===== src/rtl/memwb_pipe_stage_pkg.sv =====
// Shared types for the MEM/WB pipeline stage: core width constants, payload
// struct, skid-buffer state enum and a saturating-increment helper.
package memwb_pipe_stage_pkg;

  localparam int CORE_XLEN   = 32;
  localparam int CORE_REG_AW = 5;

  typedef enum logic [1:0] {
    EMPTY = 2'd0,
    ONE   = 2'd1,
    FULL  = 2'd2
  } memwb_state_e;

  typedef struct packed {
    logic [CORE_XLEN-1:0]   alu_out;
    logic [CORE_XLEN-1:0]   mem_out;
    logic [CORE_REG_AW-1:0] rd;
    logic                   mem_to_reg;
    logic                   write_enable;
  } memwb_payload_t;

  // Counters stick at all-ones instead of wrapping back to zero.
  function automatic logic [31:0] sat_inc(input logic [31:0] v, input logic en);
    sat_inc = (en && (v != 32'hFFFF_FFFF)) ? v + 32'd1 : v;
  endfunction

endpackage


===== src/rtl/memwb_pipe_stage_skid.sv =====
// pipe_skid_buffer: two-entry valid/ready skid buffer, generic over payload type T.
// Handshake: a transfer happens on a rising edge where valid && ready; ready never depends on out_ready_i.
module pipe_skid_buffer
  import memwb_pipe_stage_pkg::*;
#(
  parameter type T = logic [7:0]
) (
  input  logic         clk_i,
  input  logic         rst_n_i,
  input  logic         flush_i,
  input  logic         in_valid_i,
  output logic         in_ready_o,
  input  T             in_data_i,
  output logic         out_valid_o,
  input  logic         out_ready_i,
  output T             out_data_o,
  output memwb_state_e state_o
);

  memwb_state_e state_q, state_d;
  T             main_q, main_d;
  T             skid_q, skid_d;
  logic         accept;
  logic         deliver;

  assign in_ready_o  = (state_q != FULL);
  assign out_valid_o = (state_q != EMPTY);
  assign out_data_o  = main_q;
  assign state_o     = state_q;

  assign accept  = in_valid_i && in_ready_o;
  assign deliver = out_valid_o && out_ready_i;

  always_comb begin
    state_d = state_q;
    main_d  = main_q;
    skid_d  = skid_q;
    if (flush_i) begin
      // Payload registers keep stale contents; only the state is cleared.
      state_d = EMPTY;
    end else begin
      unique case (state_q)
        EMPTY: begin
          if (accept) begin
            state_d = ONE;
            main_d  = in_data_i;
          end
        end
        ONE: begin
          if (accept && deliver) begin
            main_d = in_data_i;
          end else if (accept) begin
            state_d = FULL;
            skid_d  = in_data_i;
          end else if (deliver) begin
            state_d = EMPTY;
          end
        end
        FULL: begin
          if (deliver) begin
            state_d = ONE;
            main_d  = skid_q;
          end
        end
        default: state_d = EMPTY;
      endcase
    end
  end

  always_ff @(posedge clk_i or negedge rst_n_i) begin
    if (!rst_n_i) begin
      state_q <= EMPTY;
      main_q  <= '0;
      skid_q  <= '0;
    end else begin
      state_q <= state_d;
      main_q  <= main_d;
      skid_q  <= skid_d;
    end
  end

endmodule


===== src/rtl/memwb_pipe_stage.sv =====
// MEM/WB pipeline stage: skid-buffered payload, qualified write strobe and write-back mux.
// Define MEMWB_PERF_EN to add the stall_cycles / retired performance counters.
module memwb_pipe_stage
  import memwb_pipe_stage_pkg::*;
#(
  parameter int XLEN   = CORE_XLEN,
  parameter int REG_AW = CORE_REG_AW
) (
  input  logic              clk,
  input  logic              reset,
  input  logic              flush,
  input  logic              in_valid,
  output logic              in_ready,
  input  logic [XLEN-1:0]   in_alu_out,
  input  logic [XLEN-1:0]   in_mem_out,
  input  logic [REG_AW-1:0] in_rd,
  input  logic              in_mem_to_reg,
  input  logic              in_write_enable,
  output logic              out_valid,
  input  logic              out_ready,
  output logic [XLEN-1:0]   out_alu_out,
  output logic [XLEN-1:0]   out_mem_out,
  output logic [REG_AW-1:0] out_rd,
  output logic              out_mem_to_reg,
  output logic              out_write_enable,
  output logic [XLEN-1:0]   out_wb_data
`ifdef MEMWB_PERF_EN
  ,
  output logic [31:0]       stall_cycles,
  output logic [31:0]       retired
`endif
);

  typedef struct packed {
    logic [XLEN-1:0]   alu_out;
    logic [XLEN-1:0]   mem_out;
    logic [REG_AW-1:0] rd;
    logic              mem_to_reg;
    logic              write_enable;
  } payload_t;

  payload_t     in_pl;
  payload_t     main_pl;
  memwb_state_e skid_state;

  assign in_pl.alu_out      = in_alu_out;
  assign in_pl.mem_out      = in_mem_out;
  assign in_pl.rd           = in_rd;
  assign in_pl.mem_to_reg   = in_mem_to_reg;
  assign in_pl.write_enable = in_write_enable;

  pipe_skid_buffer #(
    .T (payload_t)
  ) u_skid (
    .clk_i       (clk),
    .rst_n_i     (reset),
    .flush_i     (flush),
    .in_valid_i  (in_valid),
    .in_ready_o  (in_ready),
    .in_data_i   (in_pl),
    .out_valid_o (out_valid),
    .out_ready_i (out_ready),
    .out_data_o  (main_pl),
    .state_o     (skid_state)
  );

  assign out_alu_out    = main_pl.alu_out;
  assign out_mem_out    = main_pl.mem_out;
  assign out_rd         = main_pl.rd;
  assign out_mem_to_reg = main_pl.mem_to_reg;
  assign out_wb_data    = main_pl.mem_to_reg ? main_pl.mem_out : main_pl.alu_out;

  // A stale main entry or a write to x0 must never reach the register file.
  assign out_write_enable = (skid_state != EMPTY) && main_pl.write_enable &&
                            (main_pl.rd != '0);

`ifdef MEMWB_PERF_EN
  logic [31:0] stall_q, stall_d;
  logic [31:0] retired_q, retired_d;

  always_comb begin
    stall_d   = sat_inc(stall_q, in_valid && !in_ready);
    retired_d = sat_inc(retired_q, out_valid && out_ready && out_write_enable);
  end

  always_ff @(posedge clk or negedge reset) begin
    if (!reset) begin
      stall_q   <= '0;
      retired_q <= '0;
    end else begin
      stall_q   <= stall_d;
      retired_q <= retired_d;
    end
  end

  assign stall_cycles = stall_q;
  assign retired      = retired_q;
`endif

endmodule


===== config.mk =====
export PLATFORM = sky130hd
export DESIGN_NAME = memwb_pipe_stage
export DESIGN_NICKNAME = d
export VERILOG_FILES = /design/src/rtl/memwb_pipe_stage_pkg.sv /design/src/rtl/memwb_pipe_stage_skid.sv /design/src/rtl/memwb_pipe_stage.sv
export SDC_FILE = /design/constraint.sdc
export NUM_CORES = 1
export LEC_CHECK = 0
export ABC_AREA = 1
export CAP_MARGIN = 5
export CORE_MARGIN = 1
export CORE_UTILIZATION = 45
export DETAILED_ROUTE_END_ITERATION = 7
export GPL_ROUTABILITY_DRIVEN = 0
export PLACE_DENSITY = 0.87
export SLEW_MARGIN = 15
export SYNTH_ARGS = -nofsm -noshare
export SYNTH_HDL_FRONTEND = slang
export SYNTH_SLANG_ARGS = --single-unit

===== constraint.sdc =====
create_clock -name clk -period 1.3 [get_ports clk]
set_input_delay 0.195 -clock clk [delete_from_list [all_inputs] [get_ports clk]]
set_output_delay 0.195 -clock clk [all_outputs]
set_load 0.03 [all_outputs]

==> key figures <==
Layout
  • Share of cells above drive strength 1: 0.559
  • Final nets: 1,127
  • Layout area overhead: 77.2%
  • Ant. Diodes: 0
  • Layout Utilization: 0.821

STA
  • Crit share post-route: 1.39
  • Worst Tran Pin Value: 0.337 ns
  • Worst hold slack: 0.177 ns
  • Final setup fails: 180
  • Clk_skew: 0.0137 ns
  • Hold Violations, Final: 0
  • Relative slew slack: 0.775
  • Worst setup margin: -0.506 ns
  • Max Fclk: 554 MHz
  • Final min period: 1.81 ns
  • Max Slew Vio Count: 0
  • RSZ-0062 raised after global routing: true

Global routing
  • Vias in the first global route: 6,729
  • Largest net degree at the start of global routing: 61
  • Congestion Overflow GR: 0
  • Antenna violations before repair: 0
  • First-pass GRT wire length: 35,500 um
  • Global-route usage over all layers: 0.290

Placement
  • Setup WS pre-CTS: -0.398 ns
  • Port bufs: 180
  • Post-DP HPWL: 11,600 um

Outcome
  • Status: finished, violations left
  • Failing checks: setup timing

CTS
  • Max Buffers Root-to-Sink: 2
  • Clk_lat worst skew: 0.43 ns
  • CTS clk-pin slew, worst paths: 0.06 ns
  • CTS HTree Levels: 4
  • Total CTS buffers: 17
  • Sink Count: 144
  • CTS tree: yes
  • CTS root buffer: clkbuf_16

Critical path
  • Reg2Reg Launch Point: u_skid.state_o[0]
  • FF-to-FF End: u_skid.skid_q[52]
  • Worst setup EP type: output pin
  • Critical Setup Path Class: reg2out
  • Flop2flop setup slack: -0.49 ns
  • Critical Path Source Type: flip-flop
  • Req. time, crit path: 1.11 ns
  • Largest fanout on the critical path: 9
  • Critical path arrival: 1.61 ns
  • Reg2Reg Depth: 9

Route
  • Initial DRC Count: 528
  • Detailed Route WL: 30,000 um
  • Via density: 5.73
  • DRC errors left: 0
  • WL met2: 15,300 um
  • Max layer used: met4
  • Wl on met1: 10,500 um
  • DR vias: 7,308
  • Post-DR wirelength/cell: 23.5 um
  • Antenna Nets Post-Route: 0
  • Met3 wire length: 2080 um
  • Router iterations before antenna repair: 5

Yosys
  • Netlist cell types: 20
  • Yosys reg bits: 144
  • Mapped cell area: 0.00709 sq mm
  • Post-Synthesis Cells: 826
  • Syn_nets: 902
  • Mean Syn Cell Area: 8.59 sq um
  • Register area share after synthesis: 0.508
  • Synth warn: 0

Power and ir drop
  • Pwr dens: 2180 mW/mm^2
  • P_leak: 5.95 nW
  • Maximum vdd ir drop: 1.30 mV

Die
  • Die W: 128 um
  • Initial Utilization: 0.463
  • Core area: 0.0153 sq mm
  • I/O pin count: 181
  • Full die area: 0.0163 sq mm
  • Die height: 128 um
  • Number of placement rows: 45

Worst hold path
  • Min-delay worst type: in2async

Job
  • Max-cap violation count: 0
cells by family (layout without fill, tap and decap cells):
group           after synthesis  in the layout  share of synthesized area
buf+inv                     195            433                      0.156
compound gates              215            215                      0.154
flops                       144            144                      0.508
mux                          32             32                     0.0508
simple gates                240            240                      0.131
cell type report:
| class | instances | area (sq um) |
|---|---|---|
| inverter | 77 | 294 |
| clock inverter | 7 | 123 |
| multi-input combinational | 487 | 3790 |
| tap | 211 | 264 |
| timing repair buffer | 324 | 3980 |
| clock buffer | 25 | 505 |
| fill | 804 | 2750 |
| sequential | 144 | 3610 |
how the worst max path moves through the flow:
stage | to | startpoint | slack (ns)
floorplan | out_wb_data[10] | u_skid.out_data_o[1] | -0.03
global placement | u_skid.skid_q[62] | flush | -0.34
detailed placement | u_skid.skid_q[3] | flush | -0.40
CTS | out_wb_data[20] | u_skid.out_data_o[1] | -0.48
global route | u_skid.skid_q[52] | u_skid.state_o[0] | -0.57
finish | out_wb_data[7] | u_skid.out_data_o[1] | -0.51
stage by stage:
step / instances / total power (W) / TNS (ns) / cell area [sq um]
finish: 1275 / 0.0274 / -61.21 / 12600
CTS: 1241 / 0.0243 / -51.57 / 10900
detailed placement: 1161 / 0.0175 / -47.76 / 9010
floorplan: 826 / 0.0143 / -1.07 / 7250
global route: 1275 / 0.0284 / -70.12 / 12600
global placement: 1161 / 0.0172 / -44.53 / 9010
worst max-delay path, stage by stage (launching register included):
cell	delay, ns
dfrtp_2	0.42
buf_8	0.16
buf_12	0.15
mux2_4	0.31
buf_6	0.14
metal layers:
layer,GRT usage,vias to the layer above
met5,0,-
met4,0.155,0
met3,0.0662,168
met2,0.501,498
met1,0.337,3580
li1,-,3062
what timing repair did:
action,4_1_cts,5_1_grt
endpoints found under the setup margin,232,207
gates resized for setup,447,445
hold endpoints to repair,144,0
setup buffers,26,25
hold buffers,1,0
pin swaps,9,17
gates cloned,23,23
state kept, by name, indices dropped and copies added (netlist names):
signal and flops:
u_skid.out_data_o 71, u_skid.skid_q 71, u_skid.state_o 2
where the power goes:
group	total, W	internal (W)	switching [W]
Clock	0.00526	0.00329	0.00196
Combinational	0.0146	0.00661	0.00794
Sequential	0.00762	0.00633	0.00129
Total	0.0274	0.0162	0.0112
cells in the final DEF (no fill, tap or decap), types with 2 or more instances in the layout:
master / instances
bufinv_16: 3
clkdlybuf4s15_2: 2
clkbuf_16: 36
clkbuf_1: 3
buf_12: 35
clkbuf_4: 3
a21oi_4: 5
buf_4: 50
mux2_4: 30
buf_16: 18
a21oi_1: 49
a21oi_2: 17
nand2_1: 35
clkbuf_8: 5
dfrtp_2: 5
buf_8: 13
buf_2: 46
buf_6: 63
clkdlybuf4s50_1: 74
inv_6: 2
nor2_2: 11
mux2_2: 2
nor2_1: 60
nand4_1: 2
o21ai_2: 109
inv_1: 75
o21ai_1: 29
clkinvlp_4: 2
nand2_4: 64
dfrtp_1: 139
o21ai_4: 4
nor2_4: 10
nand2_2: 54
synthesized netlist by cell type, drive strengths merged:
cell type | instances | area share
a21oi | 71 | 0.050
buf | 99 | 0.11
clkbuf | 19 | 0.010
dfrtp | 144 | 0.51
inv | 77 | 0.041
mux2 | 32 | 0.051
nand2 | 154 | 0.082
nand3 | 2 | 0.0014
nand4 | 2 | 0.0018
nor2 | 81 | 0.045
nor3 | 1 | 0.00071
o211ai | 1 | 0.0030
o21ai | 143 | 0.10
(Power assumes the default switching activity.)
==> edit (same flow settings) <==
Set the package constant `CORE_REG_AW` to 4 (it was 5).
--- a/src/rtl/memwb_pipe_stage_pkg.sv
+++ b/src/rtl/memwb_pipe_stage_pkg.sv
@@ -3,7 +3,7 @@
 package memwb_pipe_stage_pkg;
 
   localparam int CORE_XLEN   = 32;
-  localparam int CORE_REG_AW = 5;
+  localparam int CORE_REG_AW = 4;
 
   typedef enum logic [1:0] {
     EMPTY = 2'd0,
Interface: changed (resized in_rd and out_rd); port bits go from 181 to 179. No check against the original RTL was run, so the function may have changed too.
==> edit against the unedited design <==
Wire length rose by 13%. Clock skew fell by 0.0013 ns. The flow still finishes with violations (setup timing). Setup slack got worse by 0.050 ns. Largest cell class unchanged. Area after synthesis is 0.32% higher. Cell area rose by 5.3%. Non-clock buffer count is 24 higher. Power rose by 6.2%. Sequential cell count down 2. Combinational power rose by 9%. Synthesized cell count shrank 1.2%.
==> edit: results (changes against the unedited design) <==
Worst VDD drop 1330 uV (was 1300 uV); CP Max Fanout 5 (was 9); Final Worst Setup Slack -0.556 ns (was -0.506 ns); Nets 1141 (was 1127); cells after synthesis 816 (was 826); placed inst area 8950 sq um (was 9010 sq um); Final setup viols 179 (was 180); CP arrival 1.66 ns (was 1.61 ns); status finished with violations (unchanged); largest net degree at the start of global routing 53 (was 61); main area contributors after synthesis dfrtp_1 50%, buf_4 8.0%, nand2_1 7.4% (was dfrtp_1 51%, buf_4 8.3%, nand2_1 8.1%); failing checks setup timing (unchanged); Synth top cells by count 142 x dfrtp_1, 141 x nand2_1, 78 x nor2_1 (was 153 x nand2_1, 144 x dfrtp_1, 109 x o21ai_0); FILL cells 673 (was 804); sequential area share after synthesis 49.9% (was 50.8%); post-synthesis compound-gate area fraction 16.1% (was 15.4%); Via density 6.00 (was 5.73); number of global-route vias before repair 8102 (was 6729); clock root buffer clkbuf_16 (unchanged); pre-CTS WS -0.479 ns (was -0.398 ns); DRT Wirelength 33.9 mm (was 30.0 mm); mux contribution to synthesized area 5.07% (was 5.08%); overall global routing resource usage 38.6% (was 29.0%); DP HPWL 11.9 mm (was 11.6 mm); Yosys cell types 22 (was 20); Tightest Pin Transition 0.355 ns (was 0.337 ns); worst clock skew 0.0125 ns (was 0.0137 ns); first-pass GRT wire length 46.8 mm (was 35.5 mm); layout cells sized above 1 63.0% (was 55.9%); IO buf count 178 (was 180); Lkg Pwr 6.23 nW (was 5.95 nW)
## edit: cell count changes in the layout (fill, tap and decap cells not counted), moves of 9 or more
cell,delta
clkbuf_16,-19
nor2_1,-11
buf_6,+9
dfrtp_1,-10
a21oi_1,-22
buf_16,+10
buf_12,+17
nand2_1,-12
nand2_4,+17
a21oi_2,+19
## edit: path summary, 6_finish.rpt
path / from / endpoint / slack (ns) / depth (start not counted)
max in group asynchronous: reset / u_skid.skid_q[27] / 0.47 / 3
min in group clk: in_alu_out[28] / u_skid.skid_q[66] / 0.37 / 3
hold / removal: reset / u_skid.out_data_o[19] / 0.21 / 2
setup reg to reg: u_skid.state_o[1] / u_skid.out_data_o[37] / -0.55 / 12
hold reg to reg: u_skid.skid_q[16] / u_skid.skid_q[16] / 0.53 / 2
setup / recovery: u_skid.out_data_o[1] / out_wb_data[8] / -0.56 / 4
## edit: layer usage
layer  part of all wire, %  wire [microns]  vias up  GRT usage (%)
met5                     0               0        -              0
met4                   7.2            2440        0           26.4
met3                   7.7            2600      223           9.43
met2                    51           17300      601           66.0
met1                    34           11600     3848           42.4
li1                      -               -     3073              -
## edit: logic make-up (layout without fill, tap and decap cells)
| group | Yosys count | in the layout |
|---|---|---|
| buf+inv | 193 | 456 |
| flops | 142 | 142 |
| simple gates | 237 | 237 |
| mux | 32 | 32 |
| compound gates | 212 | 212 |
## edit: report_power, final
group          total [W]  switching (W)  internal [W]
logic             0.0159        0.00871       0.00717
clock network    0.00564        0.00204       0.00360
registers        0.00762        0.00135       0.00626
## edit: cell type report
type / instances / area, sq um / share of cell area, %
clock inverters: 11 / 185 / 1.40
multi-input cells: 481 / 4130 / 31.2
repair buffers: 348 / 4310 / 32.6
inverters: 76 / 295 / 2.23
clock buffers: 21 / 480 / 3.63
flip-flops and latches: 142 / 3570 / 27.0
well taps: 211 / 264 / 1.99
## edit: repair_timing
action / in CTS / in global routing
endpoints found under the setup margin: 235 / 202
gates resized for setup: 673 / 334
pin swaps: 35 / 22
endpoints found under the hold margin: 90 / 0
hold buffers: 1 / 0
buffers inserted: 78 / 26
gates cloned: 47 / 0
## edit: through the flow
stage / total power, W / hold slack [ns] / setup TNS (ns)
after global routing: 0.0300 / 0.239 / -80.90
after global placement: 0.0172 / 0.0905 / -52.57
after floorplan: 0.0144 / -0.101 / -0.836
final: 0.0291 / 0.212 / -75.90
after detailed placement: 0.0175 / 0.0885 / -58.38
after CTS: 0.0266 / 0.212 / -69.82
## edit: critical path: stages (launching register included)
cell,delay [ns]
dfrtp_2,0.47
buf_12,0.16
buf_12,0.14
mux2_4,0.31
buf_6,0.15
